==> src/rtl/switch_bounce_gen.sv <==
// Contact-bounce emulator: turns a clean switch level into a bouncy one
// for exercising debounce logic in simulation and on the board.
module switch_bounce_gen #(
    parameter int          c_BOUNCE_LIMIT = 250000,
    parameter int          c_MIN_HOLD     = 1000,
    parameter int          c_JITTER_BITS  = 8,
    parameter logic [15:0] c_SEED         = 16'hACE1
) (
    input  logic i_Clk,
    input  logic i_Rst,
    input  logic i_Switch,
    output logic o_Switch,
    output logic o_Busy
);

    // An all-zero LFSR would never leave zero, so a zero seed is replaced.
    localparam logic [15:0] SEED =
        (c_SEED == 16'h0000) ? 16'hACE1 : c_SEED;
    localparam logic [17:0] WIN_LAST = 18'(c_BOUNCE_LIMIT - 1);
    localparam logic [15:0] HOLD_MIN = 16'(c_MIN_HOLD);

    typedef enum logic {
        IDLE,
        BOUNCE
    } state_t;

    state_t      state_q, state_d;
    logic        level_q, level_d;
    logic        sw_q, sw_d;
    logic        busy_q, busy_d;
    logic [15:0] lfsr_q, lfsr_d;
    logic [17:0] win_q, win_d;
    logic [15:0] hold_q, hold_d;
    logic [15:0] len_q, len_d;

    logic        fb;
    logic        retrig;
    logic [15:0] new_len;

    assign fb      = lfsr_q[15] ^ lfsr_q[13] ^ lfsr_q[12] ^ lfsr_q[10];
    assign retrig  = (i_Switch != level_q);
    assign new_len = HOLD_MIN + 16'(lfsr_q[c_JITTER_BITS-1:0]);

    always_comb begin
        state_d = state_q;
        level_d = level_q;
        sw_d    = sw_q;
        busy_d  = busy_q;
        lfsr_d  = {lfsr_q[14:0], fb};
        win_d   = win_q;
        hold_d  = hold_q;
        len_d   = len_q;

        unique case (state_q)
            IDLE: begin
                sw_d   = level_q;
                busy_d = 1'b0;
            end
            BOUNCE: begin
                win_d = win_q + 18'd1;
                if (win_q == WIN_LAST) begin
                    sw_d    = level_q;
                    busy_d  = 1'b0;
                    state_d = IDLE;
                end else if (hold_q == len_q - 16'd1) begin
                    sw_d   = ~sw_q;
                    hold_d = 16'd0;
                    len_d  = new_len;
                end else begin
                    hold_d = hold_q + 16'd1;
                end
            end
            default: state_d = IDLE;
        endcase

        // A new target level restarts the window from either state.
        if (retrig) begin
            level_d = i_Switch;
            sw_d    = i_Switch;
            win_d   = 18'd0;
            hold_d  = 16'd0;
            len_d   = new_len;
            busy_d  = 1'b1;
            state_d = BOUNCE;
        end
    end

    always_ff @(posedge i_Clk) begin
        if (i_Rst) begin
            state_q <= IDLE;
            level_q <= 1'b0;
            sw_q    <= 1'b0;
            busy_q  <= 1'b0;
            lfsr_q  <= SEED;
            win_q   <= 18'd0;
            hold_q  <= 16'd0;
            len_q   <= HOLD_MIN;
        end else begin
            state_q <= state_d;
            level_q <= level_d;
            sw_q    <= sw_d;
            busy_q  <= busy_d;
            lfsr_q  <= lfsr_d;
            win_q   <= win_d;
            hold_q  <= hold_d;
            len_q   <= len_d;
        end
    end

    assign o_Switch = sw_q;
    assign o_Busy   = busy_q;

endmodule

==> config.mk <==
export PLATFORM = sky130hd
export DESIGN_NAME = switch_bounce_gen
export DESIGN_NICKNAME = d
export VERILOG_FILES = /design/src/rtl/switch_bounce_gen.sv
export SDC_FILE = /design/constraint.sdc
export NUM_CORES = 1
export LEC_CHECK = 0
export BUFFER_PORTS_ARGS = -buffer_cell sky130_fd_sc_hd__buf_2
export CAP_MARGIN = 20
export CORE_MARGIN = 1.5
export CORE_UTILIZATION = 45
export CTS_BUF_LIST = sky130_fd_sc_hd__clkbuf_16
export DETAILED_ROUTE_END_ITERATION = 12
export PLACE_DENSITY = 0.7
export SETUP_SLACK_MARGIN = 0.15
export SLEW_MARGIN = 25
export SYNTH_ARGS = -nofsm -noshare
export SYNTH_HDL_FRONTEND = slang
export SYNTH_SLANG_ARGS = --single-unit
==> constraint.sdc <==
create_clock -name i_Clk -period 5.35 [get_ports i_Clk]
set_clock_uncertainty 0.05 [all_clocks]
set_input_delay 0.535 -clock i_Clk [delete_from_list [all_inputs] [get_ports i_Clk]]
set_output_delay 0.535 -clock i_Clk [all_outputs]
set_load 0.005 [all_outputs]
-- After elaboration in Yosys (flattened, before gate mapping)
Index checks and enable logic that the tools add are counted.
- register bits after elaboration: 70
- word-level logic and storage cells: 44
- mux-type cells: 15
- add/sub/neg operators: 4
- bitwise operators: 6
- reductions and logical operators: 5
- equality and inequality tests: 6
- operators by type and width (cell ; number):
    $mux W16 ; 5
    $add A18 B1 Y18 const B ; 1
    $eq A18 B18 Y1 const B ; 1
    $add A16 B1 Y16 const B ; 1
    $eq A16 B16 Y1 ; 1
    $sub A16 B1 Y16 const B ; 1
    $add A10 B8 Y11 const A ; 1
    $mux W1 ; 8
    $ne A4 B1 Y1 const B ; 1
    $pmux W1 S2 ; 2
    $reduce_bool A2 Y1 ; 2
    $ne A3 B1 Y1 const B ; 1
    $not A1 Y1 ; 3
    $reduce_and A3 Y1 ; 1
    $xor A1 B1 Y1 ; 3
    $ne A2 B2 Y1 const B ; 1
    $reduce_and A2 Y1 ; 1
    $reduce_or A2 Y1 ; 1
    $ne A1 B1 Y1 ; 1

-- Logic depth before layout (Yosys ltp)
Gate-level depths: netlist of run 1.
- word-level depth: 6
- gate-level depth with buffers: 10

-- Worst setup path before layout of run 1
No wires, ideal clock.
- kind: reg2reg
- start: reg len_q[0]
- end: reg len_q[5]
- setup slack: 2.809 ns
- setup time: 0.120 ns
- stages on the path, launching flop included: 10
- period minus slack after synthesis: 2.541 ns
- data arrival time: 2.371 ns
- path through: dfxtp_1 -> inv_1 -> ha_1 -> nor3b_1 -> nand3_1 -> o21ai_0 -> nand4_1 -> nor4_4 -> nor2_4 -> a211o_1
- cells in the longest elaborated chain, start to end: 4
- RTL lines (item ; line ; RTL):
    from (decl) ; 34 ; logic [15:0] len_q, len_d;
    from (signal assigned) ; 106 ; len_q <= len_d;
    $sub A16 B1 Y16 ; 65 ; end else if (hold_q == len_q - 16'd1) begin
    $eq A16 B16 Y1 ; 65 ;
    $reduce_bool A2 Y1 (no source line) ; n/a ;
    $reduce_and A3 Y1 (no source line) ; n/a ;
Every way passes these cells.
A chain may end at the register's enable or synchronous reset.

-- Final worst setup path of run 1
- start: reg len_q[0]
- end: reg len_q[10]
The elaborated chain is that of the path after synthesis.

==> results.md, run 1 <==
- Sequential-to-total area share from yosys stat: 40.6%
- DR iter-0 viols: 107
- RSZ-0062 raised after global routing: no
- Vias in the first global route: 2318
- Total chip power: 1.12 mW
- Setup TNS: 0 ns
- Core Region: 6830 um2
- CTS H-tree lvls: 3
- Area Overhead vs Synth: 9.88%
- Post-Place Setup Slack: 2.31 ns
- Root Driver: clkbuf_16
- Fmax: 334 MHz
- Residual DRC count: 0
- VDD IR max: 203 uV
- Worst-Skew Late Latency: 0.33 ns
- Status: complete, no violations
- Ant diodes: 0
- Post-Route WL: 6320 um
- Post-CTS Resized: 0
- Initial DRT Pass Iterations: 4
- Worst path max stage delay: 0.54 ns
- CP max FO: 14
- Clk buf depth: 2
- Setup-failing EPs final: 0
- Power Density: 318 nW/um2
- Final period util: 56.0%
- Worst-path cell chain: inv_1 -> ha_1 -> nor3b_1 -> a221oi_1 -> a211o_2 -> o21a_1 -> nand4_2 -> nand2_1 -> o21a_1
- Dpl hpwl: 4360 um
- Synth warn: 0
- Drt wl/cell: 13.7 um
- Area of the mapped netlist: 3200 um2
- WP buf/inv: 1
- Layout cell share with drive strength beyond 1: 11.3%
- CTS Hold Bufs: 0
- Async SR Flop Fraction: 0%
- WP data required: 5.52 ns
- Final setup margin: 2.35 ns
- Synthesized net count: 363
- Hold Path Class: reg -> reg
- P_leak: 1.26 nW
- Critical Path AT: 3.17 ns
- Critical path capture point type: flop
- Placed Area: 3270 um2
- Initial Utilization: 46.9%
- Buffers on Ports: 4
- Maxcap violations: 0
- I/O pins: 5
- Final instance area: 3520 um2
- Largest net degree at the start of global routing: 47
- Yosys cell types: 57
- Grt ovf: 0
- Final hold viol count: 0
- Syn_area_per_cell: 9.00 um2
- Syn Inst Count: 356
- Global-route wire length before repair: 10600 um
- Slew @ Worst Pin: 0.877 ns
- Setup Fix Bufs, Post-CTS: 0
- Slowest cell on crit path: nor3b_1
- Post-route minimum period: 3.00 ns
- Routed vias: 2484
- Total GRT Usage: 18.3%
- Initial antenna violation count: 0
- Register bit total from synthesis: 65
- Die height: 87.4 um
- CTS tree: yes
- CP top delay family: compound AO/OA/AOI/OAI gates
- Final GP Congestion: 0.853
- Vias per std cell: 5.40
- CP Launch Type: flop
- Die footprint: 7630 um2
- Max-slew violations: 0
- Rows: 30
- EDFF count, synth: 0
- Main synth FF type: dfxtp_1
- CTS Buf Count: 9
- Slew headroom: 41.5%
- Die W: 87.4 um
- Antenna-violating nets left: 0
- Critical path type: reg -> reg
- Clock slew at reported path FFs: 0.05 ns
- Most used cell, CP: o21a_1
- CTS sink count: 65
- Fin nets: 367
-- worst register-to-register path: stages (launching register included) --
cell      delay (ns)
dfxtp_1         0.39
inv_1           0.09
ha_1            0.27
nor3b_1         0.54
a221oi_1        0.21
a211o_2         0.35
o21a_1          0.22
nand4_2         0.17
nand2_1         0.32
o21a_1          0.28
-- cell usage after synthesis, drive strengths merged (2+ instances only) --
cell type | n | share of area, %
a211o | 2 | 0.59
a21o | 2 | 0.47
a21oi | 15 | 2.3
a31oi | 3 | 0.59
and3 | 6 | 1.2
and3b | 3 | 0.82
and4 | 2 | 0.55
and4b | 2 | 0.70
buf | 4 | 1.1
clkbuf | 9 | 2.0
dfxtp | 65 | 41
ha | 4 | 1.6
inv | 6 | 0.70
mux2i | 6 | 1.9
nand2 | 26 | 3.0
nand2b | 2 | 0.39
nand3 | 22 | 3.4
nand4 | 8 | 1.8
nor2 | 30 | 3.7
nor2b | 10 | 2.0
nor3 | 22 | 3.6
nor3b | 3 | 0.86
nor4 | 9 | 2.7
nor4b | 2 | 0.55
o21a | 3 | 0.70
o21ai | 13 | 2.0
o31a | 3 | 1.1
o31ai | 3 | 0.70
or2 | 9 | 1.8
or3 | 5 | 0.98
xnor2 | 16 | 4.4
xor2 | 27 | 7.4
-- per-layer routing --
layer / share of wire (%) / wire, um / up-vias / GRT usage [%]
li1: - / - / 1280 / -
met2: 46 / 2880 / 24 / 28.9
met5: 0 / 0 / - / 0
met4: 3.5 / 220 / 0 / 10.7
met3: 2.8 / 175 / 20 / 5.40
met1: 48 / 3040 / 1160 / 22.1
-- layout make-up --
cell class | instances | area, um2
clock buffer | 9 | 225
clock inverter | 6 | 28.8
fill | 651 | 3310
inverter | 6 | 22.5
multi-input combinational | 272 | 1790
sequential | 65 | 1300
tap | 96 | 120
timing repair buffer | 6 | 35.0
-- path summary, 6_finish.rpt --
path	to	startpoint	cells past startpoint	slack, ns
worst min register to register	lfsr_q[10]$_SDFF_PP1_	lfsr_q[9]$_SDFF_PP0_	1	0.36
worst max register to register	len_q[10]$_SDFFE_PP0P_	len_q[0]$_SDFFE_PP0P_	9	2.35
worst max-delay path	len_q[10]$_SDFFE_PP0P_	len_q[0]$_SDFFE_PP0P_	9	2.35
worst min-delay path	lfsr_q[10]$_SDFF_PP1_	lfsr_q[9]$_SDFF_PP0_	1	0.36
-- flip-flops by register name, summed over array words and instances, names as in the netlist --
signal	flops
hold_q	16
win_q	18
state_q	1
len_q	11
level_q	1
o_Switch	1
o_Busy	1
lfsr_q	16
-- where the power goes --
part	internal [mW]	switching [mW]	leakage (nW)
Clock	0.303	0.197	0.131
Combinational	0.0404	0.0507	0.602
Sequential	0.504	0.0242	0.532
Total	0.848	0.272	1.26
-- cell families after synthesis --
logic type,Yosys count,share of synthesized area [%]
flops,65,40.6
xor+xnor,43,11.8
compound gates,54,11.3
buf+inv,19,3.83
fa+ha+maj,4,1.56
simple gates,165,29.1
mux,6,1.88
-- per-stage QoR --
step | hold slack (ns) | instances | utilization, %
detailed placement | 0.348 | 445 | 47.8
finish | 0.360 | 460 | 51.5
CTS | 0.364 | 460 | 51.5
global route | 0.378 | 460 | 51.5
floorplan | 0.339 | 356 | -
global placement | 0.346 | 445 | 47.8
-- cells in the final DEF, fill, tap and decap left out, types with 3 or more instances in the layout --
master,Yosys,routed
a21oi_1,15,15
or3_1,5,5
buf_2,2,4
o21a_1,3,3
a31oi_1,3,3
nand4_1,7,7
ha_1,4,4
dfxtp_1,65,65
inv_1,6,8
clkbuf_16,0,9
mux2i_1,6,6
and3b_1,3,3
o21ai_0,13,13
o31ai_1,3,3
nor2b_1,10,10
nand2_1,26,26
nor3_1,21,21
or2_2,9,9
nand3_1,22,22
and3_1,6,6
xnor2_1,16,16
nor2_1,29,29
xor2_1,27,27
nor4_1,7,7
(Power assumes the default switching activity.)
==> run 2, diff against run 1 <==
--- a/config.mk
+++ b/config.mk
@@ -11,7 +11,7 @@
 export CORE_UTILIZATION = 45
 export CTS_BUF_LIST = sky130_fd_sc_hd__clkbuf_16
 export DETAILED_ROUTE_END_ITERATION = 12
-export PLACE_DENSITY = 0.7
+export PLACE_DENSITY = 0.73
 export SETUP_SLACK_MARGIN = 0.15
 export SLEW_MARGIN = 25
 export SYNTH_ARGS = -nofsm -noshare
==> constraint.sdc (replaced) <==
create_clock -name i_Clk -period 2.5 [get_ports i_Clk]
set_clock_uncertainty 0.05 [all_clocks]
set_input_delay 0.25 -clock i_Clk [delete_from_list [all_inputs] [get_ports i_Clk]]
set_output_delay 0.25 -clock i_Clk [all_outputs]
set_load 0.005 [all_outputs]
==> results.md, run 2 (synthesis results as in run 1) <==
- Drt wl/cell: 15.2 um
- Setup-failing EPs final: 0
- Final instance area: 3990 um2
- Worst R2R End: len_q[1]$_SDFFE_PP0P_
- Vias per std cell: 5.49
- Die W: 87.4 um
- CP max FO: 5
- Status: complete, no violations
- CP Launch Type: flop
- Initial DRT Pass Iterations: 4
- VDD IR max: 499 uV
- Commonest non-fill, non-tap cell in the layout: dfxtp_1
- Rows: 30
- Buffers on Ports: 4
- CTS Buf Count: 9
- Clk buf depth: 2
- CTS H-tree lvls: 3
- Residual DRC count: 0
- Hold depth: 3
- Critical path capture point type: flop
- Post-route minimum period: 2.49 ns
- Placed Area: 3400 um2
- Worst-Skew Late Latency: 0.33 ns
- Max-slew violations: 0
- Grt ovf: 0
- CTS Hold Bufs: 0
- Critical path type: reg -> reg
- Post-Place Setup Slack: 0.0137 ns
- Die height: 87.4 um
- Vias in the first global route: 2480
- Area Overhead vs Synth: 24.6%
- Hold Path Class: in -> reg
- Most frequent cells in the layout: dfxtp_1 (62), nor2_1 (29), xor2_1 (27)
- WP data required: 2.70 ns
- Critical Path AT: 2.68 ns
- Routed vias: 2694
- Maxcap violations: 0
- CTS sink count: 65
- Post-Route WL: 7480 um
- Layout cell share with drive strength beyond 1: 23.8%
- Hold Path Origin: i_Switch
- Core Region: 6830 um2
- Fin nets: 397
- Worst R2R Setup Slack: 0.01 ns
- Power Density: 715 nW/um2
- Min-Delay Endpoint: o_Switch$_SDFFE_PP0P_
- Final setup margin: 0.0130 ns
- Fmax: 402 MHz
- Die footprint: 7630 um2
- Crit. Startpoint: len_q[1]$_SDFFE_PP0P_
- Global-route wire length before repair: 11400 um
- Slew @ Worst Pin: 0.887 ns
- DR iter-0 viols: 178
- CTS tree: yes
- Initial Utilization: 46.9%
- Top flop regs: win_q x18, hold_q x16, lfsr_q x16
- Dpl hpwl: 4460 um
- Final hold viol count: 0
- RSZ-0062 raised after global routing: yes
- Total GRT Usage: 19.2%
- Setup TNS: 0 ns
- P_leak: 1.46 nW
- Clock slew at reported path FFs: 0.06 ns
- Slew headroom: 39.3%
- Reg2reg start: len_q[1]$_SDFFE_PP0P_
- Root Driver: clkbuf_16
- I/O pins: 5
- Ant diodes: 0
- Reg2reg path depth: 8
- Largest net degree at the start of global routing: 46
- Max FFs per register: 18
- Final GP Congestion: 0.872
- Reg with most FFs: win_q
- Initial antenna violation count: 0
- Final period util: 99.5%
- Antenna-violating nets left: 0
run 2: area by class of cell:
cell class | instances | area, um2
sequential | 65 | 1310
clock inverter | 7 | 119
multi-input combinational | 272 | 1910
timing repair buffer | 36 | 283
clock buffer | 9 | 225
fill | 581 | 2840
tap | 96 | 120
inverter | 6 | 22.5
run 2: how the worst max path moves through the flow:
stage / endpoint / slack [ns] / depth (start not counted)
finish: len_q[1]$_SDFFE_PP0P_ / 0.01 / 8
floorplan: len_q[5]$_SDFFE_PP1P_ / 0.14 / 9
global route: len_q[1]$_SDFFE_PP0P_ / -0.1 / 8
global placement: len_q[5]$_SDFFE_PP1P_ / 0.03 / 7
CTS: len_q[2]$_SDFFE_PP0P_ / 0.11 / 9
detailed placement: len_q[5]$_SDFFE_PP1P_ / 0.01 / 9
run 2: what timing repair did:
item	CTS	global route
endpoints found under the hold margin	0	0
setup buffers	5	6
pin swaps	12	7
gates resized for setup	17	21
endpoints found under the setup margin	23	25
cloned	0	2
run 2: stage by stage:
| stage | cells | total power [mW] | hold WS (ns) | util [%] |
|---|---|---|---|---|
| after global routing | 491 | 2.95 | 0.201 | 58.4 |
| final | 491 | 2.85 | 0.184 | 58.4 |
| after global placement | 462 | 1.36 | 0.343 | 49.8 |
| after detailed placement | 462 | 1.37 | 0.344 | 49.8 |
| after CTS | 483 | 2.83 | 0.174 | 56.1 |
| after floorplan | 356 | 1.30 | 0.328 | - |
run 2: routing by layer:
| layer | routed length [um] | global-route usage [%] | part of all wire [%] | vias to the layer above |
|---|---|---|---|---|
| li1 | - | - | - | 1338 |
| met1 | 3380 | 24.0 | 45 | 1276 |
| met2 | 3620 | 31.0 | 48 | 57 |
| met3 | 287 | 5.40 | 3.8 | 23 |
| met4 | 197 | 8.23 | 2.6 | 0 |
| met5 | 0 | 0 | 0 | - |
run 2: report_power, final:
| group | switching, mW | leakage [nW] | internal [mW] | total (mW) |
|---|---|---|---|---|
| clock | 0.466 | 0.163 | 0.973 | 1.44 |
| sequential | 0.0494 | 0.534 | 1.08 | 1.13 |
| combinational | 0.145 | 0.764 | 0.139 | 0.285 |
| total | 0.661 | 1.46 | 2.19 | 2.85 |
run 2: worst max-delay path: stages, from the launching register on:
cell     delay, ns
dfxtp_4       0.36
or4_4         0.58
nor3b_4       0.24
nor3_2        0.10
o31a_4        0.31
nor4_4        0.35
buf_4         0.20
o21ai_1       0.06
a21oi_1       0.17
==> run 3, diff against run 2 <==
--- a/config.mk
+++ b/config.mk
@@ -9,7 +9,6 @@
 export CAP_MARGIN = 20
 export CORE_MARGIN = 1.5
 export CORE_UTILIZATION = 45
-export CTS_BUF_LIST = sky130_fd_sc_hd__clkbuf_16
 export DETAILED_ROUTE_END_ITERATION = 12
 export PLACE_DENSITY = 0.73
 export SETUP_SLACK_MARGIN = 0.15
==> results.md, run 3 (synthesis results as in run 1) <==
- Status: complete, no violations
- GR peak layer: met2
- CP max FO: 5
- CTS Buf Count: 9
- Setup TNS: 0 ns
- Crit. Startpoint: len_q[1]$_SDFFE_PP0P_
- Vias per std cell: 5.52
- Reg2reg path depth: 10
- CTS Hold Bufs: 0
- CP Launch Type: flop
- Most frequent cells in the layout: dfxtp_1 (62), nor2_1 (29), xor2_1 (27), buf_4 (27), nand2_1 (25)
- Max-slew violations: 0
- Buffers on Ports: 4
- WP data required: 2.67 ns
- Vias in the first global route: 2446
- CTS tree: yes
- Clock slew at reported path FFs: 0.07 ns
- Hold depth: 3
- Post-layout util: 57.5%
- Filler cell count: 593
- Post-Route WL: 7420 um
- CP top delay family: simple AND/OR/NAND/NOR gates
- Total GRT Usage: 19.2%
- CTS sink count: 65
- Most used cell, CP: buf_4
- Cell Count, Final, Fillers Out: 492
- Worst path max stage delay: 0.37 ns
- Dpl hpwl: 4460 um
- Layout cell share with drive strength beyond 1: 25.8%
- Antenna-violating nets left: 0
- Worst R2R Setup Slack: 0.02 ns
- Slowest cell on crit path: dfxtp_4
- Residual DRC count: 0
- Met2 Resource Use GR: 30.0%
- Worst-Skew Late Latency: 0.36 ns
- Max FFs per register: 18
- Commonest non-fill, non-tap cell in the layout: dfxtp_1
- Initial DRT Pass Iterations: 4
- Critical Path Sink: o_Switch$_SDFFE_PP0P_
- Fin nets: 398
- DR iter-0 viols: 200
- VDD IR max: 425 uV
- Power Density: 646 nW/um2
- Critical Path AT: 2.66 ns
- Worst R2R End: o_Switch$_SDFFE_PP0P_
- Rows: 30
- I/O pins: 5
- Die footprint: 7630 um2
- Slew headroom: 38.6%
- Die height: 87.4 um
- CTS H-tree lvls: 3
- Routed vias: 2717
- WP buf/inv: 3
- Worst-path cell chain: buf_4 -> nor4_4 -> buf_4 -> nand3_2 -> mux2i_2 -> nand4_1 -> buf_4 -> o31a_2 -> o22ai_2 -> a21oi_1
- Die W: 87.4 um
- Placed cell count: 462
- GR Layer Usage met1: 24.1%
- P_leak: 1.43 nW
- Reg with most FFs: win_q
- Global-route wire length before repair: 11300 um
- Final hold viol count: 0
- Root Driver: clkbuf_8
- Critical path capture point type: flop
- Initial Utilization: 46.9%
- Top flop regs: win_q x18, hold_q x16, lfsr_q x16
- Reg2reg start: len_q[1]$_SDFFE_PP0P_
- Fmax: 402 MHz
- Core Region: 6830 um2
- Global-route met3 utilization: 6.35%
- Final period util: 99.4%
- Area Overhead vs Synth: 22.6%
- Final GP Congestion: 0.872
- Grt ovf: 0
- Largest net degree at the start of global routing: 46
- Crit. path cell count: 10
- Hold Path Class: in -> reg
- RSZ-0062 raised after global routing: yes
- Initial antenna violation count: 0
- Maxcap violations: 0
- Slew @ Worst Pin: 0.897 ns
- Post-route minimum period: 2.48 ns
- Ant diodes: 0
- Clk buf depth: 2
- Drt wl/cell: 15.1 um
- Setup-failing EPs final: 0
- Critical path type: reg -> reg
run 3: cell count changes in the layout (fill, tap and decap cells not counted), sizes merged:
| cell | previous run | this run |
|---|---|---|
| buf | 35 | 36 |
| clkbuf | 9 | 10 |
| clkinv | 3 | 2 |
run 3: per-stage QoR:
| stage | hold slack [ns] | area [um2] | worst slack (ns) | total power [mW] |
|---|---|---|---|---|
| after detailed placement | 0.344 | 3400 | 0.0137 | 1.37 |
| after CTS | 0.145 | 3750 | 0.108 | 2.51 |
| final | 0.170 | 3930 | 0.0151 | 2.54 |
| after floorplan | 0.328 | 3210 | 0.140 | 1.30 |
| after global routing | 0.170 | 3930 | -0.0898 | 2.63 |
| after global placement | 0.343 | 3400 | 0.0282 | 1.36 |
run 3: repair_timing:
item                                    4_1_cts  5_1_grt
endpoints found under the setup margin       23       26
pin swaps                                    12        6
buffers inserted                              6        6
cloned                                        0        2
resized for setup                            15       28
run 3: where the power goes:
group	internal, mW	total [mW]	switching (mW)
Sequential	1.08	1.12	0.0481
Clock	0.693	1.13	0.433
Combinational	0.139	0.288	0.148
run 3: worst min-delay path by stage:
stage | endpoint | slack, ns | from
final | o_Switch$_SDFFE_PP0P_ | 0.17 | i_Switch
after global routing | o_Switch$_SDFFE_PP0P_ | 0.17 | i_Switch
after CTS | o_Switch$_SDFFE_PP0P_ | 0.14 | i_Switch
after detailed placement | lfsr_q[10]$_SDFF_PP1_ | 0.34 | lfsr_q[9]$_SDFF_PP0_
after global placement | lfsr_q[15]$_SDFF_PP1_ | 0.34 | lfsr_q[14]$_SDFF_PP0_
after floorplan | level_q$_SDFFE_PP0P_ | 0.33 | i_Switch
run 3: metal layers:
layer	routed length, um	vias to the layer above	part of all wire, %
li1	-	1338	-
met1	3250	1288	44
met2	3590	70	48
met3	383	21	5.2
met4	196	0	2.6
met5	0	-	0
run 3: tightest hold or removal path: cells and delay by family:
kind / cells / cell delay, ns
buf+inv: 1 / 0.15
simple gates: 1 / 0.07
compound gates: 1 / 0.06
run 3: area by class of cell:
cell class	instances	area, um2	share of cell area, %
clock buffers	10	138	3.50
clock inverters	6	115	2.93
inverters	6	22.5	0.573
multi-input cells	272	1930	49.1
flip-flops and latches	65	1310	33.4
well taps	96	120	3.06
repair buffers	37	290	7.39
